File: config.mk
export PLATFORM = sky130hd
export DESIGN_NAME = uart_tx_queue
export DESIGN_NICKNAME = d
export VERILOG_FILES = /design/src/rtl/uart_tx_queue.sv
export SDC_FILE = /design/constraint.sdc
export NUM_CORES = 1
export LEC_CHECK = 0
export CAP_MARGIN = 20
export CORE_ASPECT_RATIO = 1.2
export CORE_MARGIN = 1.5
export CORE_UTILIZATION = 25
export DETAILED_ROUTE_END_ITERATION = 12
export GPL_TIMING_DRIVEN = 0
export PLACE_DENSITY = 0.37
export SLEW_MARGIN = 10
export SYNTH_ARGS = -nofsm -noshare
export SYNTH_HDL_FRONTEND = slang
export SYNTH_SLANG_ARGS = --single-unit
File: constraint.sdc
create_clock -name clk -period 3.6 [get_ports clk]
set_input_delay 0.36 -clock clk [delete_from_list [all_inputs] [get_ports clk]]
set_output_delay 0.36 -clock clk [all_outputs]
set_load 0.01 [all_outputs]
File: src/rtl/uart_tx_queue.sv
// Byte FIFO feeding a UART transmitter through a one-cycle launch strobe.
// If the transmitter never acknowledges a launch, the same byte is strobed again.
module uart_tx_queue #(
   parameter int unsigned DEPTH       = 16,
   parameter int unsigned ACK_TIMEOUT = 4
) (
   input  logic                     clk,
   input  logic                     rst,
   input  logic [7:0]               wr_data,
   input  logic                     wr_valid,
   output logic                     wr_ready,
   output logic [$clog2(DEPTH):0]   count,
   output logic                     empty,
   output logic                     full,
   output logic                     overflow,
   output logic [7:0]               tx_d,
   output logic                     tx_send,
   input  logic                     tx_rdy
);

   localparam int unsigned AW = (DEPTH > 1) ? $clog2(DEPTH) : 1;
   localparam int unsigned CW = AW + 1;
   localparam int unsigned TW = (ACK_TIMEOUT > 1) ? $clog2(ACK_TIMEOUT) : 1;

   if (DEPTH < 2 || (DEPTH & (DEPTH - 1)) != 0) begin : g_bad_depth
      $error("uart_tx_queue: DEPTH must be a power of two >= 2");
   end
   if (ACK_TIMEOUT < 1) begin : g_bad_timeout
      $error("uart_tx_queue: ACK_TIMEOUT must be >= 1");
   end

   typedef enum logic [1:0] {IDLE, PULSE, ACK, BUSY} state_t;

   state_t        state, state_nxt;
   logic [7:0]    mem [DEPTH];
   logic [AW-1:0] head, tail;
   logic [TW-1:0] tmo, tmo_nxt;
   logic [7:0]    tx_d_nxt;
   logic          tx_send_nxt;
   logic          wr_acc_c;
   logic          pop_c;

   assign full     = (count == CW'(DEPTH));
   assign empty    = (count == '0);
   assign wr_ready = !full;
   assign wr_acc_c = wr_valid && !full;

   // Launch FSM: next state, strobe and byte selection
   always_comb begin
      state_nxt   = state;
      tx_send_nxt = 1'b0;
      tx_d_nxt    = tx_d;
      tmo_nxt     = tmo;
      pop_c       = 1'b0;
      case (state)
         IDLE: begin
            if (!empty && tx_rdy) begin
               pop_c       = 1'b1;
               tx_d_nxt    = mem[head];
               tx_send_nxt = 1'b1;
               state_nxt   = PULSE;
            end
         end
         PULSE: begin
            tmo_nxt   = '0;
            state_nxt = ACK;
         end
         ACK: begin
            if (!tx_rdy) begin
               state_nxt = BUSY;
            end else if (tmo == TW'(ACK_TIMEOUT - 1)) begin
               tx_send_nxt = 1'b1;
               state_nxt   = PULSE;
            end else begin
               tmo_nxt = tmo + TW'(1);
            end
         end
         BUSY: begin
            if (tx_rdy) state_nxt = IDLE;
         end
         default: state_nxt = IDLE;
      endcase
   end

   always_ff @(posedge clk) begin
      if (rst) begin
         state   <= IDLE;
         tx_send <= 1'b0;
         tx_d    <= 8'h00;
         tmo     <= '0;
      end else begin
         state   <= state_nxt;
         tx_send <= tx_send_nxt;
         tx_d    <= tx_d_nxt;
         tmo     <= tmo_nxt;
      end
   end

   // Pointers and occupancy; a write rejected while full raises overflow
   always_ff @(posedge clk) begin
      if (rst) begin
         head     <= '0;
         tail     <= '0;
         count    <= '0;
         overflow <= 1'b0;
      end else begin
         if (wr_acc_c) tail <= tail + AW'(1);
         if (pop_c)    head <= head + AW'(1);
         count    <= count + CW'(wr_acc_c) - CW'(pop_c);
         overflow <= wr_valid && full;
      end
   end

   always_ff @(posedge clk) begin
      if (!rst && wr_acc_c) mem[tail] <= wr_data;
   end

endmodule

== Word level (Yosys, flattened, before mapping) ==
Memories as Yosys holds them, arrays and structs flattened. A register that Yosys moved wholly into a read port is not among the register bits.
Index checks and enable logic that the tools add are counted.
Cells by class
  muxes and demuxes: 15
  equal/unequal tests: 10
  add/subtract/negate cells: 5
  reduce and logical (&&, ||, !) cells: 13
Operators by type and width (count)
  2-to-1 mux 2 bit: 6
  adder 4 x 1 -> 4 bit (second input constant): 2
  inequality test 2 bit (second input constant): 4
  one-hot mux 2 bit (4 select lines): 1
  == test 2 bit (second input constant): 3
  2-to-1 mux 1 bit: 6
  AND reduction 3 bit: 2
  adder 5 x 1 -> 5 bit: 1
  == test 5 bit (second input constant): 1
  zero test 5 bit: 1
  subtractor 5 x 1 -> 5 bit: 1
  logical AND 1 bit: 4
  one-hot mux 2 bit (2 select lines): 1
  zero test 1 bit: 3
  inequality test 3 bit (second input constant): 1
  adder 2 x 1 -> 2 bit (second input constant): 1
  == test 2 x 1 -> 1 bit (second input constant): 1
  zero test 2 bit: 1
  one-hot mux 1 bit (2 select lines): 1
  AND reduction 2 bit: 1
  nonzero test 2 bit: 1
Word-level totals
  register bits: 19
  logic and storage cells: 51
  memory bits (writable): 128
  output and inout bits: 18
  memories: 1
Memories
  mem: words 16, bits a word 8, rd ports 1, clocked after Yosys merged registers in 1, wr ports 1, line 35  | logic [7:0] mem [DEPTH];

== Logic depth before layout (Yosys ltp) ==
  word-level depth: 6
  depth in mapped cells: 13
  mapped depth without buffers: 13

== Least setup slack after synthesis ==
No wires, ideal clock.
  kind: register to register
  start point: register count[3]
  end point: register count[4]
  cell stages (with the launch flop): 14
  period minus slack after synthesis: 2777 ps
  required time: 3530 ps
  slack: 823 ps
  buffers on the path: 0
  arrival: 2706 ps
  cell sequence: dfxtp_1 inv_1 ha_1 or4b_4 nand2_2 inv_1 ha_1 inv_1 ha_1 fa_1 a21oi_1 nor2_1 or3_1 a21oi_1
On the way
  word-level cells in the longest chain between the ends: 6
  elaborated cells between the ends (all ways): 10
  classes of those cells: add/sub (2); eq/ne (1); mux (2); reduce/logical (5)
Ends and longest elaborated chain
  start: declaration: line 12  | output logic [$clog2(DEPTH):0] count,
  start signal: assignment: line 109  | count <= count + CW'(wr_acc_c) - CW'(pop_c);
  zero test 5 bit: line 44  | assign empty = (count == '0);
  zero test 1 bit: line 57  | if (!empty && tx_rdy) begin
  logical AND 1 bit: line 57
  2-to-1 mux 1 bit: line 57
  2-to-1 mux 1 bit: line 55  | case (state)
  via pop_c: line 41  | logic pop_c;
  subtractor 5 x 1 -> 5 bit: line 109
The timed path passes the listed nets, and every way through them passes these cells.
A chain may end at the register's enable or synchronous reset.

== Worst setup path after layout ==
Same ends and word-level chain as after synthesis.

==> results.py <==
metrics = {
    "clock_network": {
        "cts_sinks": 155,
        "clk_latency_ns": 0.42,
        "ctsResizeCount": 0,
        "holdBufCountCts": 0,
        "cts_max_level": 4,
        "cts_tree": "done",
        "cts_max_path_buffers": 2,
        "cts-root-buf": "clkbuf_16",
        "clkSlewWorstSetupHoldPaths_ns": 0.07,
        "cts_buffers": 17,
        "post_cts_buffers": 0,
    },
    "timing": {
        "final-max-slew-violation-count": 0,
        "fmax_ghz": 0.338,
        "rsz0062_at_grt": "no",
        "relSlewSlack_pct": 31.7,
        "fin_setup_tns_ns": 0,
        "holdWs_ns": 0.528,
        "period_share_pct": 82.3,
        "period_needed_ns": 2.96,
        "worst_pin_slew_ns": 1.02,
        "setup_violations": 0,
        "fin_skew_ns": 0.00748,
        "hold_viol": 0,
    },
    "grt": {
        "track_usage_pct": 11.6,
        "grt_pass1_vias": 3485,
        "gr-total-overflow": 0,
        "grt_pass1_wl_mm": 21.4,
        "grt_max_degree": 17,
        "antenna_found_initial": 0,
    },
    "critical_path": {
        "rr_endpoint": "count[4]$_SDFF_PP0_",
        "crit_arrival_ns": 3.32,
        "cp_max_fo": 4,
        "start_kind": "flip-flop",
        "endpoint": "count[4]$_SDFF_PP0_",
        "end_kind": "flip-flop",
        "crit_type": "flip-flop to flip-flop",
        "rrSetupSlack_ns": 0.64,
        "worstPathRequired_ns": 3.96,
        "worst-r2r-cell-count": 13,
        "rr_startpoint": "count[3]$_SDFF_PP0_",
        "crit_start": "count[3]$_SDFF_PP0_",
    },
    "final_layout": {
        "post-route-util_pct": 31.0,
        "syn2layout_area_growth_pct": 21.2,
        "antenna_cells": 0,
        "nets": 432,
        "drive_gt1_share_pct": 16.0,
    },
    "placed_design": {
        "dp_hpwl_mm": 9.55,
        "gp_congestion": 0.714,
        "numPortBuffers": 29,
    },
    "floorplan": {
        "die_w_um": 148,
        "die_area_um2": 26300,
        "die_y_um": 177,
        "start_util_pct": 25.5,
        "rows": 63,
        "ios": 30,
        "core_um2": 24800,
    },
    "logic_synthesis": {
        "ys_ff_latch": 155,
        "synth_nets": 379,
        "synth-seq-area-share_pct": 69.3,
        "synth.avg_cell_area_um2": 17.9,
        "syn_inst": 354,
        "yosysUniqueCellTypes": 39,
        "yosysWarningCount": 0,
        "syn_area_um2": 6320,
    },
    "route": {
        "num_vias": 3277,
        "routedWlPerCell_um": 19.3,
        "drtAntennaViolNets": 0,
        "drt-pass1-iter-count": 4,
        "drc_errors": 0,
        "vias_per_cell": 4.40,
        "routed_wl_mm": 14.3,
        "drtIter0Drc": 332,
    },
    "pwr": {
        "leakage_nw": 2.50,
        "vdd_drop_max_uv": 308,
        "total_power_mw": 4.84,
        "power_density_nw_per_um2": 632,
    },
    "status": {
        "outcome": "completed",
    },
    "hold_path": {
        "hp-start": "tail[1]$_SDFFE_PP0P_",
        "hp-class": "flip-flop to flip-flop",
    },
    "flow_run": {
        "max_cap_viol_count": 0,
    },
}
## kinds of logic (layout without fill, tap and decap cells)
logic type / count (synthesis) / in the layout / share of synthesized area (%)
xor+xnor: 9 / 9 / 1.25
fa+ha+maj: 13 / 13 / 2.69
buf+inv: 32 / 98 / 2.67
simple gates: 71 / 71 / 6.25
compound gates: 26 / 26 / 2.75
flops: 155 / 155 / 69.3
mux: 48 / 48 / 15.1
## power by group
group	total (mW)	switching, mW	internal [mW]	leakage (nW)
Sequential	2.11	0.0695	2.04	1.37
Combinational	0.983	0.496	0.487	0.847
Clock	1.75	0.732	1.02	0.277
Total	4.84	1.30	3.54	2.50
## registers in the layout (all words and copies together) (netlist names)
| register | flops |
|---|---|
| count | 5 |
| head | 4 |
| mem | 128 |
| overflow | 1 |
| state | 2 |
| tail | 4 |
| tmo | 2 |
| tx_d | 8 |
| tx_send | 1 |
## Yosys cell counts
| library cell | count | area, um^2 |
|---|---|---|
| and3_1 | 2 | 12.5 |
| nor3_1 | 4 | 20.0 |
| buf_4 | 1 | 7.51 |
| nor2_1 | 23 | 86.3 |
| or4b_4 | 1 | 13.8 |
| inv_1 | 12 | 45.0 |
| nor4b_1 | 1 | 8.76 |
| nor3b_1 | 2 | 15.0 |
| nand3_1 | 5 | 25.0 |
| mux4_2 | 13 | 293 |
| nor2b_1 | 3 | 18.8 |
| or3_1 | 2 | 12.5 |
| o221ai_1 | 8 | 70.1 |
| nand4bb_1 | 1 | 11.3 |
| o21bai_1 | 1 | 7.51 |
| buf_2 | 6 | 30.0 |
| mux2i_1 | 16 | 160 |
| nand3b_1 | 8 | 60.1 |
| nor3b_4 | 1 | 18.8 |
| nand2_2 | 1 | 6.26 |
| dfxtp_1 | 27 | 541 |
| a21oi_1 | 9 | 45.0 |
| buf_1 | 1 | 3.75 |
| o211ai_1 | 3 | 22.5 |
| xor2_1 | 5 | 43.8 |
| a21o_1 | 1 | 7.51 |
| clkbuf_1 | 7 | 26.3 |
| edfxtp_1 | 128 | 3840 |
| nand2b_1 | 4 | 25.0 |
| and3b_1 | 1 | 8.76 |
| xnor2_1 | 4 | 35.0 |
| nand2_1 | 11 | 41.3 |
| o22ai_1 | 1 | 6.26 |
| fa_1 | 1 | 20.0 |
| buf_6 | 5 | 56.3 |
| ha_1 | 12 | 150 |
| o21ai_0 | 3 | 15.0 |
| mux4_1 | 19 | 499 |
| nand3b_2 | 1 | 11.3 |
## metal layers
metal | up-vias | part of all wire, % | GRT usage (%)
met4 | 0 | 1.6 | 4.66
met3 | 20 | 4.5 | 2.42
met5 | - | 0 | 0
met2 | 80 | 51 | 20.0
met1 | 1672 | 43 | 14.2
li1 | 1505 | - | -
## through the flow
stage | cells | worst slack (ns) | area, um^2
after floorplan | 354 | 0.823 | 6320
after global placement | 708 | 0.154 | 7020
after detailed placement | 712 | 0.549 | 7080
after CTS | 744 | 0.578 | 7650
after global routing | 745 | 0.374 | 7660
final | 745 | 0.639 | 7660
## final cells by class
cell class	count	area, um^2
Buffer	20	124
Clock buffer	17	425
Clock inverter	15	149
Fill cell	2471	17100
Inverter	12	45.0
Multi-Input combinational cell	167	1790
Sequential cell	155	4380
Tap cell	325	407
Timing Repair Buffer	34	339
## worst max-delay path, cell delays in order (launching register included)
cell     delay (ns)
dfxtp_1        0.33
inv_1          0.08
ha_1           0.17
or4b_4         0.51
nand2_2        0.10
inv_1          0.10
ha_1           0.29
inv_1          0.04
ha_1           0.19
fa_1           0.41
a21oi_1        0.15
nor2_1         0.06
or3_1          0.34
a21oi_1        0.14
## cells in the final DEF (no fill, tap or decap), types with 5 or more instances in the layout
| master | instances |
|---|---|
| o221ai_1 | 8 |
| nand3_1 | 5 |
| a21oi_1 | 9 |
| buf_6 | 8 |
| ha_1 | 12 |
| mux4_1 | 19 |
| nand2_1 | 11 |
| buf_2 | 6 |
| clkbuf_1 | 7 |
| clkbuf_16 | 17 |
| mux4_2 | 13 |
| nand3b_1 | 8 |
| nor2_1 | 23 |
| inv_1 | 12 |
| clkdlybuf4s50_1 | 29 |
| edfxtp_1 | 128 |
| mux2i_1 | 16 |
| dfxtp_1 | 27 |
| xor2_1 | 5 |
## worst min-delay path by stage
stage	to	slack, ns	cells after the start
finish	tail[1]$_SDFFE_PP0P_	0.53	2
global route	tmo[0]$_SDFFE_PP0P_	0.56	2
CTS	tail[1]$_SDFFE_PP0P_	0.52	2
detailed placement	tail[1]$_SDFFE_PP0P_	0.51	2
global placement	tail[1]$_SDFFE_PP0P_	0.50	2
floorplan	mem[0][0]$_DFFE_PP_	0.46	0
(Power assumes the default switching activity.)
